File: src/rtl/sobel_pkg.sv
// -----------------------------------------------------------------------------
// sobel_pkg
//   Definitions shared by the grayscale, sobel and image sink blocks:
//   FSM state encodings, the pixel width carried by the sobel FIFO, and the
//   default frame geometry.
// -----------------------------------------------------------------------------
package sobel_pkg;

  typedef enum logic [1:0] {
    ST_IDLE   = 2'b00,
    ST_STREAM = 2'b01,
    ST_DONE   = 2'b10
  } state_t;

  localparam int PIXEL_WIDTH    = 8;
  localparam int DEF_IMG_WIDTH  = 720;
  localparam int DEF_IMG_HEIGHT = 540;
  localparam int DEF_ADDR_WIDTH = 19;

  // Counter width for a modulo-n count; a 1-deep count still needs one bit.
  function automatic int cnt_width(input int n);
    return (n > 1) ? $clog2(n) : 1;
  endfunction

endpackage

File: src/rtl/raster_counter.sv
// -----------------------------------------------------------------------------
// raster_counter
//   Column / row / linear address counters walking one frame in raster order.
//
//   clock    in   rising-edge clock
//   reset    in   synchronous active-high reset, clears all counters
//   clear    in   synchronous clear at the start of a frame
//   advance  in   step to the next pixel
//   col      out  current column
//   row      out  current row
//   addr     out  current linear address, row*IMG_WIDTH+col
//   last     out  combinational, high while pointing at the final pixel
// -----------------------------------------------------------------------------
module raster_counter
  import sobel_pkg::*;
#(
  parameter int IMG_WIDTH  = DEF_IMG_WIDTH,
  parameter int IMG_HEIGHT = DEF_IMG_HEIGHT,
  parameter int ADDR_WIDTH = DEF_ADDR_WIDTH,
  parameter int COL_WIDTH  = cnt_width(IMG_WIDTH),
  parameter int ROW_WIDTH  = cnt_width(IMG_HEIGHT)
) (
  input  logic                  clock,
  input  logic                  reset,
  input  logic                  clear,
  input  logic                  advance,
  output logic [COL_WIDTH-1:0]  col,
  output logic [ROW_WIDTH-1:0]  row,
  output logic [ADDR_WIDTH-1:0] addr,
  output logic                  last
);

  localparam logic [COL_WIDTH-1:0] LAST_COL = COL_WIDTH'(IMG_WIDTH - 1);
  localparam logic [ROW_WIDTH-1:0] LAST_ROW = ROW_WIDTH'(IMG_HEIGHT - 1);

  assign last = (col == LAST_COL) && (row == LAST_ROW);

  // Stepping past the final pixel folds back to 0 so the address never runs
  // beyond the end of the frame.
  always_ff @(posedge clock) begin
    if (reset || clear) begin
      col  <= '0;
      row  <= '0;
      addr <= '0;
    end else if (advance) begin
      if (last) begin
        col  <= '0;
        row  <= '0;
        addr <= '0;
      end else if (col == LAST_COL) begin
        col  <= '0;
        row  <= row + ROW_WIDTH'(1);
        addr <= addr + ADDR_WIDTH'(1);
      end else begin
        col  <= col + COL_WIDTH'(1);
        addr <= addr + ADDR_WIDTH'(1);
      end
    end
  end

endmodule

File: src/rtl/image_sink.sv
// -----------------------------------------------------------------------------
// image_sink
//   Drain end of the sobel pipeline. Pops sobel pixels from a first-word-
//   fall-through FIFO and writes them in raster order into the sobel frame
//   memory, one frame of IMG_WIDTH*IMG_HEIGHT pixels per start, then raises
//   done.
//
//   clock             in   rising-edge clock
//   reset             in   synchronous active-high reset
//   start             in   begin a frame (honoured in IDLE and DONE only)
//   fifo_sobel_rd_en  out  FIFO pop, combinational
//   fifo_sobel_dout   in   FIFO head word
//   fifo_sobel_empty  in   FIFO empty
//   mem_wr_en         out  frame memory write strobe
//   mem_addr          out  write address
//   mem_din           out  write data
//   busy              out  high while streaming
//   done              out  high once the frame is complete
//   frame_count       out  completed frames, wraps
//   checksum          out  sum of the frame's pixels mod 2**32
//
//   Build option: define IMAGE_SINK_CHECKSUM_EN to include the checksum
//   accumulator; otherwise checksum is tied to 0.
//
//   state  | meaning
//   IDLE   | waiting for start, FIFO left alone
//   STREAM | popping pixels and writing them to memory
//   DONE   | frame finished, waiting for the next start
// -----------------------------------------------------------------------------
module image_sink
  import sobel_pkg::*;
#(
  parameter int DWIDTH     = PIXEL_WIDTH,
  parameter int IMG_WIDTH  = DEF_IMG_WIDTH,
  parameter int IMG_HEIGHT = DEF_IMG_HEIGHT,
  parameter int ADDR_WIDTH = DEF_ADDR_WIDTH
) (
  input  logic                  clock,
  input  logic                  reset,
  input  logic                  start,
  output logic                  fifo_sobel_rd_en,
  input  logic [DWIDTH-1:0]     fifo_sobel_dout,
  input  logic                  fifo_sobel_empty,
  output logic                  mem_wr_en,
  output logic [ADDR_WIDTH-1:0] mem_addr,
  output logic [DWIDTH-1:0]     mem_din,
  output logic                  busy,
  output logic                  done,
  output logic [15:0]           frame_count,
  output logic [31:0]           checksum
);

  localparam int COL_WIDTH = cnt_width(IMG_WIDTH);
  localparam int ROW_WIDTH = cnt_width(IMG_HEIGHT);

  state_t                  state;
  state_t                  next_state;
  logic                    start_frame;
  logic                    pop;
  logic                    last;
  logic [COL_WIDTH-1:0]    col;
  logic [ROW_WIDTH-1:0]    row;
  logic [ADDR_WIDTH-1:0]   addr;

  raster_counter #(
    .IMG_WIDTH  (IMG_WIDTH),
    .IMG_HEIGHT (IMG_HEIGHT),
    .ADDR_WIDTH (ADDR_WIDTH),
    .COL_WIDTH  (COL_WIDTH),
    .ROW_WIDTH  (ROW_WIDTH)
  ) u_raster (
    .clock   (clock),
    .reset   (reset),
    .clear   (start_frame),
    .advance (pop),
    .col     (col),
    .row     (row),
    .addr    (addr),
    .last    (last)
  );

  // Only the linear address and last flag are needed here.
  logic unused_ok;
  assign unused_ok = ^{col, row};

  always_ff @(posedge clock) begin
    if (reset) begin
      state <= ST_IDLE;
    end else begin
      state <= next_state;
    end
  end

  // The pop is held off during reset so an aborted frame leaves the FIFO
  // exactly as it was.
  always_comb begin
    next_state  = state;
    start_frame = 1'b0;
    pop         = 1'b0;
    busy        = 1'b0;
    done        = 1'b0;
    case (state)
      ST_IDLE: begin
        if (start) begin
          next_state  = ST_STREAM;
          start_frame = 1'b1;
        end
      end
      ST_STREAM: begin
        busy = 1'b1;
        pop  = !fifo_sobel_empty && !reset;
        if (pop && last) begin
          next_state = ST_DONE;
        end
      end
      ST_DONE: begin
        done = 1'b1;
        if (start) begin
          next_state  = ST_STREAM;
          start_frame = 1'b1;
        end
      end
      default: begin
        next_state = ST_IDLE;
      end
    endcase
  end

  assign fifo_sobel_rd_en = pop;

  always_ff @(posedge clock) begin
    if (reset) begin
      mem_wr_en   <= 1'b0;
      mem_addr    <= '0;
      mem_din     <= '0;
      frame_count <= '0;
    end else begin
      mem_wr_en <= pop;
      if (pop) begin
        mem_addr <= addr;
        mem_din  <= fifo_sobel_dout;
      end
      if (pop && last) begin
        frame_count <= frame_count + 16'd1;
      end
    end
  end

`ifdef IMAGE_SINK_CHECKSUM_EN
  logic [31:0] checksum_acc;

  always_ff @(posedge clock) begin
    if (reset || start_frame) begin
      checksum_acc <= '0;
    end else if (pop) begin
      checksum_acc <= checksum_acc + 32'(fifo_sobel_dout);
    end
  end

  assign checksum = checksum_acc;
`else
  assign checksum = '0;
`endif

endmodule

File: config.mk
export PLATFORM = sky130hd
export DESIGN_NAME = image_sink
export DESIGN_NICKNAME = d
export VERILOG_FILES = /design/src/rtl/sobel_pkg.sv /design/src/rtl/raster_counter.sv /design/src/rtl/image_sink.sv
export SDC_FILE = /design/constraint.sdc
export NUM_CORES = 1
export LEC_CHECK = 0
export CELL_PAD_IN_SITES_DETAIL_PLACEMENT = 2
export CELL_PAD_IN_SITES_GLOBAL_PLACEMENT = 2
export CORE_AREA = 3 3 122 124
export CTS_BUF_LIST = sky130_fd_sc_hd__clkbuf_8 sky130_fd_sc_hd__clkbuf_16
export DETAILED_ROUTE_END_ITERATION = 7
export DIE_AREA = 0 0 125 127
export PLACE_DENSITY_LB_ADDON = 0.15
export SLEW_MARGIN = 20
export SYNTH_ARGS = -nofsm -noshare
export SYNTH_HDL_FRONTEND = slang
export SYNTH_SLANG_ARGS = --single-unit
File: constraint.sdc
create_clock -name clock -period 3.15 [get_ports clock]
set_clock_uncertainty 0.15 [all_clocks]
set_input_delay 0.63 -clock clock [delete_from_list [all_inputs] [get_ports clock]]
set_output_delay 0.63 -clock clock [all_outputs]
set_load 0.1 [all_outputs]
==> results of run 1 <==
## cell usage in the layout, fill, tap and decap left out, types with 4 or more instances in the layout
cell | netlist | final
sky130_fd_sc_hd__a21oi_1 | 39 | 39
sky130_fd_sc_hd__or4_1 | 20 | 20
sky130_fd_sc_hd__xor2_1 | 12 | 12
sky130_fd_sc_hd__o31ai_1 | 17 | 17
sky130_fd_sc_hd__nor2b_1 | 5 | 5
sky130_fd_sc_hd__conb_1 | 1 | 32
sky130_fd_sc_hd__or3_1 | 11 | 11
sky130_fd_sc_hd__inv_1 | 10 | 12
sky130_fd_sc_hd__ha_1 | 4 | 4
sky130_fd_sc_hd__buf_4 | 32 | 57
sky130_fd_sc_hd__nand2_1 | 69 | 69
sky130_fd_sc_hd__xnor2_1 | 7 | 7
sky130_fd_sc_hd__nand3b_1 | 22 | 22
sky130_fd_sc_hd__o21ai_0 | 13 | 13
sky130_fd_sc_hd__dfxtp_1 | 85 | 85
sky130_fd_sc_hd__and4_1 | 6 | 6
sky130_fd_sc_hd__clkbuf_16 | 0 | 9
sky130_fd_sc_hd__nand4_1 | 17 | 17
sky130_fd_sc_hd__clkdlybuf4s50_1 | 0 | 11
sky130_fd_sc_hd__nand3_1 | 20 | 20
sky130_fd_sc_hd__and3_1 | 4 | 4
sky130_fd_sc_hd__nor2_1 | 25 | 25
## per-stage QoR
stage	instances	util (%)	area (µm²)	setup slack (ns)
2_1_floorplan	506	-	4124	0.1504
3_3_place_gp	701	33.07	4591	0.1978
3_5_place_dp	701	33.07	4591	0.09712
4_1_cts	716	35.01	4860	0.3283
5_1_grt	716	35.01	4860	0.2891
6_report	716	35.01	4860	0.3261
## layer usage
layer  track usage, %  wire (µm)  vias to the layer above
met3            4.808        447                        9
met1            17.95       5081                     1758
met2            26.26       5789                       49
met5                0          0                        -
li1                 -          -                     1734
met4            3.635        106                        0
## flip-flops by register name, indices dropped and copies added (netlist names)
register,flops
frame_count,16
mem_addr,19
mem_din,8
mem_wr_en,1
state,2
u_raster.addr,19
u_raster.col,10
u_raster.row,10
## cells by family after synthesis
family / Yosys count / synth area share [%]
xor gates and xnor gates: 19 / 4.160
other: 1 / 0.09375
buffers and inverters: 66 / 9.290
and+or+nand+nor: 223 / 31.06
muxes: 3 / 0.8132
adders and majority gates: 4 / 1.251
AOI/OAI and AO/OA: 74 / 10.79
DFF: 85 / 42.54
## worst min-delay path: stages (launching register included)
cell and delay (ns):
sky130_fd_sc_hd__dfxtp_1 0.32, sky130_fd_sc_hd__nand2_1 0.06, sky130_fd_sc_hd__nand2_1 0.04
## report_power, final
| part | switching, µW | total [µW] | internal, µW |
|---|---|---|---|
| sequential | 4.31 | 1090 | 1080 |
| combinational | 260 | 300 | 40.3 |
| clock | 430 | 976 | 545 |
| total | 695 | 2360 | 1670 |
## cell type report
| cell class | count | share of cell area (%) |
|---|---|---|
| clock buffers | 10 | 4.918 |
| multi-input cells | 355 | 42.04 |
| well taps | 180 | 4.634 |
| clock inverters | 5 | 0.6179 |
| flip-flops and latches | 85 | 35.02 |
| inverters | 11 | 0.8754 |
| repair buffers | 70 | 11.89 |
## worst paths after layout
path	startpoint	endpoint	cells past startpoint
max	fifo_sobel_empty	fifo_sobel_rd_en	5
min	u_raster.addr[18]	mem_addr[18]	2
max reg2reg	state[1]	u_raster.row[7]	6
min reg2reg	u_raster.addr[18]	mem_addr[18]	2
==> PnR_summary.wiki, run 1 <==
{| class="wikitable"
! Metric !! Value
|-
| Dominant cells by area after synthesis || sky130_fd_sc_hd__dfxtp_1, sky130_fd_sc_hd__nand2_1, sky130_fd_sc_hd__buf_4
|-
| Max IR drop VDD || 0.0002762 V
|-
| Count of flip-flops with a built-in enable after synthesis || 0
|-
| Syn Inst Count || 475
|-
| Summed negative setup slack over all endpoints || 0 ns
|-
| Htree depth || 3
|-
| Initial antenna violation count || 0
|-
| # DRC || 0
|-
| Final Wtd Congestion || 0.7214
|-
| FF+latch area || 0.001702 mm²
|-
| Global-route wire length before repair || 19.58 mm
|-
| Clock Latency Late Sink || 0.34 ns
|-
| Number of hold violations in the final report || 0
|-
| CP bufs+invs || 4
|-
| Summed instance area of the synthesized netlist || 0.004000 mm²
|-
| Tot GR Track Use || 14.99%
|-
| Hold WC Path Type || reg2reg
|-
| Type of element capturing the critical path || primary output
|-
| Via/cell ratio || 4.958
|-
| Number of placement rows || 43
|-
| Number of post-CTS setup repair buffers || 0
|-
| Wirelength per Cell || 15.96 µm
|-
| Leading cell types by count after synthesis || sky130_fd_sc_hd__dfxtp_1, sky130_fd_sc_hd__nand2_1, sky130_fd_sc_hd__a21oi_1
|-
| Largest fanout on the critical path || 5
|-
| Worst path arrival time || 2.04 ns
|-
| Port Buffers || 58
|-
| Number of antenna repair diodes || 0
|-
| Master of the slowest instance on the critical path || sky130_fd_sc_hd__or4b_4
|-
| Tightest Pin Transition || 0.5237 ns
|-
| Slack of the worst reg-to-reg path || 0.85 ns
|-
| First-pass DRT Iterations || 4
|-
| Initial DRC count || 145
|-
| Fraction of layout instances using a drive strength above 1 || 15.49%
|-
| Num Clock Sinks || 85
|-
| Achievable Freq || 354.1 MHz
|-
| Global route total overflow || 0
|-
| Antenna-violating nets left || 0
|-
| Share of the cycle needed by the critical path after routing || 89.65%
|-
| Critical Path Max Stage Delay || 0.56 ns
|-
| Proportion of register bits with asynchronous set or reset after synthesis || 0%
|-
| Fraction of the yosys area taken by sequential cells || 42.54%
|-
| Overall power || 2362 µW
|-
| Hold bufs inserted after CTS || 0
|-
| Maximum buffer depth of the clock tree || 2
|-
| Portion of synthesized cell area occupied by the leading cell type || 42.54%
|-
| Largest net degree at the start of global routing || 50
|-
| Clock Tree Root || sky130_fd_sc_hd__clkbuf_16
|-
| Area inside the core boundary || 0.01388 mm²
|-
| TritonCTS buffer count || 9
|-
| RSZ-0062 raised after global routing || false
|-
| Most used standard cell by instance count after synthesis || sky130_fd_sc_hd__dfxtp_1
|-
| Multi-input gate area in the final layout || 0.002043 mm²
|-
| Die Area || 0.01588 mm²
|-
| Number of different library cells in the post-synthesis netlist || 47
|-
| Post-Route WL || 11.42 mm
|-
| Final setup violation count || 0
|-
| Final Hold Slack || 0.3165 ns
|-
| Post-layout net count || 548
|-
| Top flip-flop cell by instance count after synthesis || sky130_fd_sc_hd__dfxtp_1
|-
| DR vias || 3,550
|-
| Vias in the first global route || 3,890
|-
| Pwr per Cell Area || 486.1 mW/mm²
|-
| Time the worst path needs with I/O delays and setup || 2.824 ns
|-
| Number of gates resized after CTS || 0
|-
| Post-synthesis area per instance || 8.421 µm²
|-
| Clock-pin slew reported for the worst setup and hold paths after clock tree synthesis || 0.06 ns
|-
| Chain of cells forming the critical path || clkdlybuf4s50_1, or4b_4, clkinv_2, buf_4, buf_12
|-
| Run status || complete, no violations
|-
| Max Transition Viols Final || 0
|-
| Number of top-level pins || 91
|-
| TritonCTS clock tree || built
|-
| Area Growth Syn to Fin || 21.49%
|-
| Pleak || 0.001831 µW
|-
| Die Y-Extent || 127 µm
|-
| Kind of critical path || in2out
|-
| Fill cell total of the finished layout || 1,600
|-
| Detailed placer's ending HPWL || 8.067 mm
|-
| Floorplan die width || 125 µm
|-
| Flops & latches, synth || 85
|-
| Leading area contributor after synthesis || sky130_fd_sc_hd__dfxtp_1
|-
| Required time worst endpoint || 2.37 ns
|-
| Ys Warns || 0
|-
| Headroom to the max-slew limit || 65.09%
|-
| Initial Utilization || 28.82%
|-
| Family with the most delay on the worst path || buffers and inverters
|-
| Critical path launch point type || input port
|-
| Number of max-cap violations || 0
|}
(Power assumes the default switching activity.)
==> run 2, diff against run 1 <==
Settings changed: GPL_TIMING_DRIVEN set to 0, SETUP_SLACK_MARGIN set to 0.05.
==> run 2 against run 1 <==
Against the previous run:
- sequential power hardly changed
- final cell count is 6.0% higher
- die area stayed put
==> PnR_summary.wiki, run 2 (synthesized netlist as in run 1, its figures left out) <==
{| class="wikitable"
! Metric !! Value
|-
| Final core occ || 37.52% (was 35.01%)
|-
| Overall power || 2389 µW (was 2362 µW)
|-
| # DRC || 0 (unchanged)
|-
| Tot GR Track Use || 16.12% (was 14.99%)
|-
| Worst path arrival time || 2.24 ns (was 2.04 ns)
|-
| Number of antenna repair diodes || 0 (unchanged)
|-
| FF+latch area || 0.001702 mm² (unchanged)
|-
| Post-layout net count || 590 (was 548)
|-
| Die Y-Extent || 127 µm (unchanged)
|-
| Floorplan die width || 125 µm (unchanged)
|-
| Most frequent standard cell in the layout excluding fill and tap cells || sky130_fd_sc_hd__dfxtp_1 (unchanged)
|-
| First-pass DRT Iterations || 4 (unchanged)
|-
| Port Buffers || 58 (unchanged)
|-
| Number of hold violations in the final report || 0 (unchanged)
|-
| Top Registers || mem_addr x19, u_raster.addr x19, frame_count x16 (unchanged)
|-
| Number of max-cap violations || 0 (unchanged)
|-
| Vias in the first global route || 4,118 (was 3,890)
|-
| Type of element capturing the critical path || primary output (unchanged)
|-
| Internal Dissipation || 1672 µW (was 1667 µW)
|-
| Initial Utilization || 28.82% (unchanged)
|-
| Achievable Freq || 330.9 MHz (was 354.1 MHz)
|-
| Detailed placer's ending HPWL || 9.001 mm (was 8.067 mm)
|-
| Clock Power Share || 40.5% (was 41.3%)
|-
| TritonCTS buffer count || 9 (unchanged)
|-
| Area Growth Syn to Fin || 30.22% (was 21.49%)
|-
| Global route total overflow || 0 (unchanged)
|-
| Summed negative setup slack over all endpoints || 0 ns (unchanged)
|-
| Fill cell total of the finished layout || 1,613 (was 1,600)
|-
| Tightest Pin Transition || 0.9898 ns (was 0.5237 ns)
|-
| Multi-input gate area in the final layout || 0.002051 mm² (was 0.002043 mm²)
|-
| Clock Tree Root || sky130_fd_sc_hd__clkbuf_16 (unchanged)
|-
| Post-Route WL || 12.35 mm (was 11.42 mm)
|-
| Pwr per Cell Area || 458.6 mW/mm² (was 486.1 mW/mm²)
|-
| Time the worst path needs with I/O delays and setup || 3.022 ns (was 2.824 ns)
|-
| Wirelength per Cell || 16.27 µm (was 15.96 µm)
|-
| Initial antenna violation count || 0 (unchanged)
|-
| Combinational power share || 14.1% (was 12.7%)
|-
| Maximum buffer depth of the clock tree || 2 (unchanged)
|-
| Max Transition Viols Final || 0 (unchanged)
|-
| RSZ-0062 raised after global routing || false (unchanged)
|-
| DR vias || 3,748 (was 3,550)
|-
| Hold WC Path Type || reg2reg (unchanged)
|-
| Clock Latency Late Sink || 0.34 ns (about the same)
|-
| Area inside the core boundary || 0.01388 mm² (unchanged)
|-
| Share of the cycle needed by the critical path after routing || 95.95% (was 89.65%)
|-
| Final setup violation count || 0 (unchanged)
|-
| Switching portion of total power || 30.03% (was 29.42%)
|-
| Antenna-violating nets left || 0 (unchanged)
|-
| Htree depth || 3 (unchanged)
|-
| Commonest cells after routing, fill and taps aside || sky130_fd_sc_hd__dfxtp_1, sky130_fd_sc_hd__nand2_1, sky130_fd_sc_hd__clkdlybuf4s50_1 (was sky130_fd_sc_hd__dfxtp_1, sky130_fd_sc_hd__nand2_1, sky130_fd_sc_hd__buf_4)
|-
| Clock-pin slew reported for the worst setup and hold paths after clock tree synthesis || 0.06 ns (about the same)
|-
| Final Wtd Congestion || 0.7654 (was 0.7214)
|-
| Via/cell ratio || 4.938 (was 4.958)
|-
| TritonCTS clock tree || built (unchanged)
|-
| Run status || complete, no violations (unchanged)
|-
| Number of top-level pins || 91 (unchanged)
|-
| Num Clock Sinks || 85 (unchanged)
|-
| Critical path launch point type || input port (unchanged)
|-
| Largest fanout on the critical path || 19 (was 5)
|-
| Max IR drop VDD || 0.0003503 V (was 0.0002762 V)
|-
| Fraction of layout instances using a drive strength above 1 || 10.88% (was 15.49%)
|-
| Largest net degree at the start of global routing || 20 (was 50)
|-
| Headroom to the max-slew limit || 33.81% (was 65.09%)
|-
| Pleak || 0.001901 µW (was 0.001831 µW)
|-
| Die Area || 0.01588 mm² (unchanged)
|-
| Total net switching power || 717.3 µW (was 695.0 µW)
|-
| Initial DRC count || 169 (was 145)
|-
| Required time worst endpoint || 2.37 ns (about the same)
|-
| Global-route wire length before repair || 21.05 mm (was 19.58 mm)
|-
| Number of placement rows || 43 (unchanged)
|-
| Kind of critical path || in2out (unchanged)
|-
| Sequential share of power || 45.4% (was 46.0%)
|}
[run 2: cell types whose count changed in the layout (fill, tap and decap cells not counted), sizes merged]
cell	delta
buf	-22
clkdlybuf4s50	+46
clkbuf	+17
clkinv	+1
inv	+2
clkinvlp	-1
[run 2: critical path, cell delays in order]
cell,delay (ns)
sky130_fd_sc_hd__clkdlybuf4s50_1,0.50
sky130_fd_sc_hd__or4b_4,0.56
sky130_fd_sc_hd__inv_4,0.14
sky130_fd_sc_hd__buf_8,0.19
sky130_fd_sc_hd__buf_8,0.21
[run 2: area by class of cell]
type	instances	area share (%)
multi-input combinational	355	39.37
sequential	85	32.67
timing repair buffer	58	11.24
buffer	54	6.534
clock buffer	9	4.324
tap	180	4.324
inverter	11	0.8407
clock inverter	7	0.6966
[run 2: routing by layer]
| metal | global-route usage [%] | part of all wire (%) | up-vias |
|---|---|---|---|
| li1 | - | - | 1823 |
| met1 | 19.48 | 45 | 1866 |
| met2 | 29.20 | 51 | 49 |
| met3 | 4.013 | 2.9 | 10 |
| met4 | 3.253 | 0.88 | 0 |
| met5 | 0 | 0 | - |
[run 2: what timing repair did]
item                                    CTS  global route
setup buffers                             0             0
hold buffers                              0             0
gates resized for setup                  13             5
endpoints found under the setup margin    6            25
[run 2: path summary, 6_finish.rpt]
kind / startpoint / endpoint / slack, ns / depth (start not counted)
setup / recovery: reset / fifo_sobel_rd_en / 0.13 / 5
hold / removal: u_raster.addr[18] / mem_addr[18] / 0.31 / 2
setup reg to reg: u_raster.row[2] / frame_count[15] / 0.58 / 6
hold reg to reg: u_raster.addr[18] / mem_addr[18] / 0.31 / 2
[run 2: power groups by stage]
stage / Sequential [µW] / Combinational, µW / Clock [µW]
2_1_floorplan: 1150 / 248 / 0
3_5_place_dp: 1110 / 333 / 0
5_1_grt: 1090 / 351 / 1050
4_1_cts: 1090 / 335 / 1000
3_3_place_gp: 1110 / 331 / 0
6_report: 1090 / 336 / 967
[run 2: through the flow]
step / hold slack (ns) / setup slack (ns) / instances / instance area (µm²)
4_1_cts: 0.3195 / 0.04406 / 759 / 5201
3_5_place_dp: 0.3035 / -1.462 / 744 / 4930
5_1_grt: 0.3420 / 0.06736 / 759 / 5209
6_report: 0.3123 / 0.1276 / 759 / 5209
3_3_place_gp: 0.2918 / -1.470 / 744 / 4930
2_1_floorplan: 0.2733 / 0.1504 / 506 / 4124
